==> src/rtl/beta_mem_arbiter.sv <==
// Shares one memory bus between instruction fetch, LSU read and LSU write.
// One transaction in flight; fixed priority wr > rd > if with a fetch anti-starvation window.
module beta_mem_arbiter #(
   parameter int DataWidth    = 32,
   parameter int AddressWidth = 32,
   parameter int MaxLsuBurst  = 4
) (
   input  logic                      clk_i,
   input  logic                      rstn_i,
   input  logic                      if_req_i,
   input  logic [AddressWidth-1:0]   if_addr_i,
   output logic                      if_ready_o,
   output logic                      if_valid_o,
   output logic [DataWidth-1:0]      if_rdata_o,
   input  logic                      rd_req_i,
   input  logic [AddressWidth-1:0]   rd_addr_i,
   input  logic [DataWidth/8-1:0]    rd_strb_i,
   output logic                      rd_ready_o,
   output logic                      rd_valid_o,
   output logic [DataWidth-1:0]      rd_rdata_o,
   input  logic                      wr_req_i,
   input  logic [AddressWidth-1:0]   wr_addr_i,
   input  logic [DataWidth-1:0]      wr_data_i,
   input  logic [DataWidth/8-1:0]    wr_strb_i,
   output logic                      wr_ready_o,
   output logic                      wr_valid_o,
   output logic                      mem_req_o,
   output logic                      mem_we_o,
   output logic [AddressWidth-1:0]   mem_addr_o,
   output logic [DataWidth-1:0]      mem_wdata_o,
   output logic [DataWidth/8-1:0]    mem_strb_o,
   input  logic                      mem_ready_i,
   input  logic                      mem_valid_i,
   input  logic [DataWidth-1:0]      mem_rdata_i
);

   localparam int StrbWidth = DataWidth / 8;
   localparam int CntWidth  = $clog2(MaxLsuBurst + 1);

   typedef enum logic [1:0] {ST_IDLE, ST_REQ, ST_RESP} state_t;
   typedef enum logic [1:0] {OWN_NONE, OWN_IF, OWN_RD, OWN_WR} owner_t;

   state_t              state, state_nxt;
   owner_t              owner, grant;
   logic [CntWidth-1:0] lsu_cnt;
   logic                fetch_turn;
   logic                capture;
   logic                resp_fire;

   // Fetch overrides the fixed priority once the LSU has used its whole burst window.
   assign fetch_turn = if_req_i && (lsu_cnt == CntWidth'(MaxLsuBurst));

   always_comb begin
      // NOTE: every signal assigned in a combinational block gets a default first,
      // otherwise an unassigned path infers a latch.
      grant = OWN_NONE;
      if (fetch_turn)    grant = OWN_IF;
      else if (wr_req_i) grant = OWN_WR;
      else if (rd_req_i) grant = OWN_RD;
      else if (if_req_i) grant = OWN_IF;
   end

   assign capture   = (state == ST_IDLE) && (grant != OWN_NONE);
   assign resp_fire = (state == ST_RESP) && mem_valid_i;

   // NOTE: sequential state uses non-blocking assignments so every flop samples
   // pre-edge values regardless of statement order.
   always_ff @(posedge clk_i or negedge rstn_i) begin
      if (!rstn_i) state <= ST_IDLE;
      else         state <= state_nxt;
   end

   always_comb begin
      state_nxt = state;
      case (state)
         ST_IDLE: if (capture)     state_nxt = ST_REQ;
         ST_REQ:  if (mem_ready_i) state_nxt = ST_RESP;
         ST_RESP: if (mem_valid_i) state_nxt = ST_IDLE;
         default:                  state_nxt = ST_IDLE;
      endcase
   end

   always_comb begin
      if_ready_o = 1'b0;
      rd_ready_o = 1'b0;
      wr_ready_o = 1'b0;
      if_valid_o = 1'b0;
      rd_valid_o = 1'b0;
      wr_valid_o = 1'b0;
      if_rdata_o = '0;
      rd_rdata_o = '0;
      mem_req_o  = (state == ST_REQ);
      if (capture) begin
         if_ready_o = (grant == OWN_IF);
         rd_ready_o = (grant == OWN_RD);
         wr_ready_o = (grant == OWN_WR);
      end
      if (resp_fire) begin
         case (owner)
            OWN_IF: begin if_valid_o = 1'b1; if_rdata_o = mem_rdata_i; end
            OWN_RD: begin rd_valid_o = 1'b1; rd_rdata_o = mem_rdata_i; end
            OWN_WR: wr_valid_o = 1'b1;
            default: ;
         endcase
      end
   end

   // Bus fields are latched once at capture so they stay stable under back-pressure.
   always_ff @(posedge clk_i or negedge rstn_i) begin
      if (!rstn_i) begin
         owner       <= OWN_NONE;
         mem_we_o    <= 1'b0;
         mem_addr_o  <= '0;
         mem_wdata_o <= '0;
         mem_strb_o  <= '0;
      end else if (capture) begin
         owner <= grant;
         case (grant)
            OWN_WR: begin
               mem_we_o    <= 1'b1;
               mem_addr_o  <= wr_addr_i;
               mem_wdata_o <= wr_data_i;
               mem_strb_o  <= wr_strb_i;
            end
            OWN_RD: begin
               mem_we_o    <= 1'b0;
               mem_addr_o  <= rd_addr_i;
               mem_wdata_o <= '0;
               mem_strb_o  <= rd_strb_i;
            end
            default: begin
               mem_we_o    <= 1'b0;
               mem_addr_o  <= if_addr_i;
               mem_wdata_o <= '0;
               mem_strb_o  <= {StrbWidth{1'b1}};
            end
         endcase
      end
   end

   // Counts LSU grants that overtook a waiting fetch; saturates at the burst limit.
   always_ff @(posedge clk_i or negedge rstn_i) begin
      if (!rstn_i) begin
         lsu_cnt <= '0;
      end else if (capture) begin
         if (grant == OWN_IF || !if_req_i)              lsu_cnt <= '0;
         else if (lsu_cnt != CntWidth'(MaxLsuBurst))    lsu_cnt <= lsu_cnt + CntWidth'(1);
      end
   end

endmodule
==> config.mk <==
export PLATFORM = sky130hd
export DESIGN_NAME = beta_mem_arbiter
export DESIGN_NICKNAME = d
export VERILOG_FILES = /design/src/rtl/beta_mem_arbiter.sv
export SDC_FILE = /design/constraint.sdc
export NUM_CORES = 1
export LEC_CHECK = 0
export ABC_AREA = 1
export BUFFER_PORTS_ARGS = -buffer_cell sky130_fd_sc_hd__buf_4
export CORE_MARGIN = 5
export CORE_UTILIZATION = 35
export CTS_CLUSTER_SIZE = 16
export DETAILED_ROUTE_END_ITERATION = 8
export GPL_ROUTABILITY_DRIVEN = 0
export PLACE_DENSITY = 0.7
export SYNTH_ARGS = -nofsm -noshare
export SYNTH_HDL_FRONTEND = slang
export SYNTH_SLANG_ARGS = --single-unit
export TNS_END_PERCENT = 5
==> constraint.sdc <==
create_clock -name clk_i -period 2.2 [get_ports clk_i]
set_input_delay 0.11 -clock clk_i [delete_from_list [all_inputs] [get_ports clk_i]]
set_output_delay 0.11 -clock clk_i [all_outputs]
set_load 0.005 [all_outputs]
======== Word-level counts from Yosys, hierarchy flattened ========
Cells that the tools add are included.
storage, ports and cells
  bits in registers ....................... 76
  bits of input ports ..................... 175
  output and inout port bits .............. 140
  word-level logic and storage cells ...... 58
operators by class
  add/sub/neg operators ................... 1
  equal/unequal tests ..................... 13
  mux-type cells .......................... 27
  reductions and logical operators ........ 10
operators with widths
  kind                   count
  $mux W32               5
  $pmux W32 S2           1
  $mux W2                6
  $mux W1                11
  $eq A2 B2 Y1 const B   5
  $pmux W4 S2            1
  $eq A2 B1 Y1 const B   3
  $mux W3                2
  $pmux W2 S3            1
  $ne A2 B2 Y1 const B   2
  $reduce_bool A2 Y1     2
  $add A3 B1 Y3 const B  1
  $eq A3 B3 Y1 const B   1
  $logic_and A1 B1 Y1    3
  $ne A3 B3 Y1 const B   1
  $reduce_and A3 Y1      1
  $logic_not A2 Y1       1
  $ne A2 B1 Y1 const B   1
  $reduce_and A2 Y1      1
  $logic_not A1 Y1       1
  $logic_or A1 B1 Y1     1

======== Longest topological paths before layout ========
  depth after elaboration ................. 8
  gate-level depth with buffers ........... 10
  depth with buffers taken out ............ 9

======== Least setup slack after synthesis ========
OpenSTA, ideal clock, no wires.
  kind .................................... flip-flop to flip-flop
  start ................................... register lsu_cnt[0]
  end ..................................... register mem_addr_o[10]
  arrival ................................. 1.343 ns
  required time ........................... 2.137 ns
  slack ................................... 0.795 ns
  cell stages (with the launch flop) ...... 10
  period minus slack after synthesis ...... 1.405 ns
  cells stage by stage .................... dfrtp_1 > inv_1 > ha_1 > nand3_1 > buf_2 > buf_2 > nand4_1 > nand3_1 > nand2_1 > inv_1
on the way
  longest elaborated chain between the ends .. 5
ends and longest elaborated chain
  what                                                 RTL line  source
  from (decl)                                          45        logic [CntWidth-1:0] lsu_cnt;
  from (signal assigned)                               147       else if (lsu_cnt != CntWidth'(MaxLsuBurst)) lsu_cnt <= lsu_cnt + CntWidth'(1);
  $eq A3 B3 Y1 (*)                                     51        assign fetch_turn = if_req_i && (lsu_cnt == CntWidth'(MaxLsuBurst));
  $logic_and A1 B1 Y1 (*)                              51
  $mux W2 (*)                                          57        if (fetch_turn) grant = OWN_IF;
  $eq A2 B2 Y1 or $reduce_bool A2 Y1 (tied branches)   118, 63
  $pmux W32 S2 or $logic_and A1 B1 Y1 (tied branches)  118, 63
  to (signal assigned)                                 121       mem_addr_o <= wr_addr_i;
  to (signal assigned)                                 127       mem_addr_o <= rd_addr_i;
  to (signal assigned)                                 133       mem_addr_o <= if_addr_i;
  to (decl)                                            29        output logic [AddressWidth-1:0] mem_addr_o,
Mark *: on every way between the ends. The rest lies on a longest branch, timed or not.
A chain may end at the register's enable or synchronous reset.

======== Worst setup path after layout ========
  start ................................... register lsu_cnt[0]
  end ..................................... output port wr_ready_o
on the way
  longest elaborated chain between the ends .. 6
ends and longest elaborated chain
  what                     RTL line  source
  $eq A3 B3 Y1 (*)         51
  $logic_and A1 B1 Y1 (*)  51
  $mux W2 (*)              57
  $reduce_bool A2 Y1       63        assign capture = (state == ST_IDLE) && (grant != OWN_NONE);
  $logic_and A1 B1 Y1      63
  $mux W1 (*)              93        if (capture) begin
  to (decl)                25        output logic wr_ready_o,
Marked as above.

==> out/results.ini <==
[timing]
skew_ps = 6.29
timing.hold.ws_ps = 80.5
tightest_slew_ps = 632
fin_ws_ps = 249
report.final.slew_viol_count = 0
grt_setup_unrepaired = no
hold_viol_final = 0
finalCriticalPeriod_ps = 1950
slew_headroom_pct = 57.9
setup_violations = 0
fmax_ghz = 0.513
finalCritPeriodShare_pct = 88.7
setup_tns_ps = 0

[setup_path]
critPathLaunch = lsu_cnt[0]
cp-start-kind = flip-flop
required_ps = 2090
critPathKind = reg -> out
cp-end-kind = primary output
cp_max_fo = 33
r2r_start = state[1]
cp.arrival_ps = 1840

[clock_network]
clk_pin_slew_worst_paths_ps = 60
root_buffer = clkbuf_16
cts_max_path_buffers = 2
clock_latency_ps = 330
cts_tree = yes
h-tree-depth = 3
cts_sinks = 76
post_cts_buffers = 0
cts_buffers = 9

[run]
drv_cap = 0

[finish]
layout-drive-gt1-share_pct = 41.1
final_nets = 1130
final_common_cell = buf_4
syn2layout_area_growth_pct = 71.3
antenna_cells = 0
fin_cells = 1130
final_cell_mix = buf_4 (332), nand2_1 (155), inv_1 (79)
fillers = 1177
postLayoutCellArea_um2 = 7560

[detailed_routing]
drt_iter0_markers = 289
drc_errors = 0
vias = 5401
wl_per_cell_um = 16.2
wirelength_um = 18300
vias_per_cell = 4.78
detail-route-antenna-nets = 0
drt_pass1_iterations = 4

[grt]
grt_pass1_wl_um = 26900
grt_max_degree = 65
grtUsageTotal_pct = 23.0
grt_pass1_vias = 5052
grt_antenna_before_repair = 0
overflow = 0

[power]
leakagePower_nw = 4.31
seqPwrFrac_pct = 31.6
power_switching_mw = 2.87
p_clk_share_pct = 19.9
max-vdd-ir-drop_uv = 575
power.internal_mw = 4.98
powerDensity_nw_per_um2 = 1040
p_comb_share_pct = 48.5
swShare_pct = 36.6

[yosys]
netlist_area_um2 = 4420
seq_area_frac_synth_pct = 43.1
synth_cell_types = 25
syn-instance-count = 620
syn_nets = 797
synth-seq-cells = 76
avgSynthCellArea_um2 = 7.12
yosysWarningCount = 0

[floorplanning]
chipHeight_um = 122
die_area_um2 = 15000
dieWidth_um = 122
num_io_pins = 315
core_area_um2 = 12500
initial_core_util_pct = 35.3
fp-row-count = 41

[place]
dp.cells = 1080
placement.io_buffers = 314
place_ws_ps = 436
dp_hpwl_um = 13700
dpl-instance-area_um2 = 6910

[run_status]
status = finished, final reports clean

[min_path]
hp-start = rd_strb_i[0]
hold_path_class = in -> reg

## layer usage
metal | wire [um] | vias to the layer above | track usage, % | share of wire [%]
met2 | 9430 | 239 | 41.5 | 51
met3 | 1470 | 38 | 5.25 | 8.0
met1 | 6800 | 2486 | 26.5 | 37
met4 | 612 | 0 | 8.75 | 3.3
met5 | 0 | - | 0 | 0
li1 | - | 2638 | - | -
## worst paths after layout
kind	end	slack [ps]	depth (start not counted)
worst max-delay path	wr_ready_o	250	8
worst min-delay path	mem_strb_o[0]	80	5
worst max register to register	mem_addr_o[17]	460	6
worst min register to register	mem_wdata_o[8]	480	2
max in group asynchronous	state[1]	1240	3
min in group asynchronous	mem_addr_o[8]	300	2
## per-stage QoR
step	util (%)	power, mW
5_1_grt	60.4	8.47
4_1_cts	60.4	7.92
6_report	60.4	7.86
3_3_place_gp	55.2	6.21
3_5_place_dp	55.2	6.28
2_1_floorplan	-	4.39
## cell usage after synthesis, drive strengths merged
master | instances | share of area, %
nor2 | 70 | 6.1
o31ai | 1 | 0.17
dfrtp | 76 | 43
nand3b | 4 | 0.68
clkbuf | 14 | 1.2
ha | 2 | 0.57
nor3 | 2 | 0.23
nand2 | 159 | 14
or2 | 33 | 4.7
o21ai | 4 | 0.45
nand3 | 42 | 4.9
a21oi | 33 | 3.8
inv | 84 | 7.1
buf | 30 | 4.0
nand4 | 65 | 9.2
a31o | 1 | 0.20
## registers in the layout, indices dropped and copies added, names as in the netlist
signal,count
mem_we_o,1
owner,2
state,2
mem_strb_o,4
mem_addr_o,32
mem_wdata_o,32
lsu_cnt,3
## power groups by stage
stage	sequential (mW)	clock, mW	combinational, mW
floorplan	2.51	0	1.87
global placement	2.48	0	3.73
detailed placement	2.49	0	3.79
CTS	2.48	1.60	3.84
global route	2.58	1.65	4.24
finish	2.48	1.57	3.81
## logic make-up after synthesis
family,count (synthesis),share of synthesized area [%]
AOI/OAI and AO/OA,39,4.65
adders and majority gates,2,0.567
buffers and inverters,128,12.3
DFF,76,43.1
and+or+nand+nor,375,39.4
## repair_timing
item,CTS,global route
endpoints found under the setup margin,0,1
hold buffers,34,0
resized for setup,0,2
hold endpoints to repair,70,0
## worst max-delay path, stage by stage, from the launching register on
cell	delay, ps
dfrtp_1	340
inv_1	70
ha_1	200
nand3_2	110
nand2_2	80
inv_2	110
nand3_2	120
inv_4	290
buf_4	180
## layout make-up
| cell class | instances | area [um^2] | share of cell area, % |
|---|---|---|---|
| clock buffer | 9 | 225 | 2.98 |
| clock inverter | 7 | 91.3 | 1.21 |
| inverter | 84 | 318 | 4.20 |
| multi-input combinational | 416 | 1980 | 26.2 |
| sequential | 76 | 1900 | 25.1 |
| tap | 172 | 215 | 2.84 |
| timing repair buffer | 366 | 2830 | 37.4 |
(Power assumes the default switching activity.)
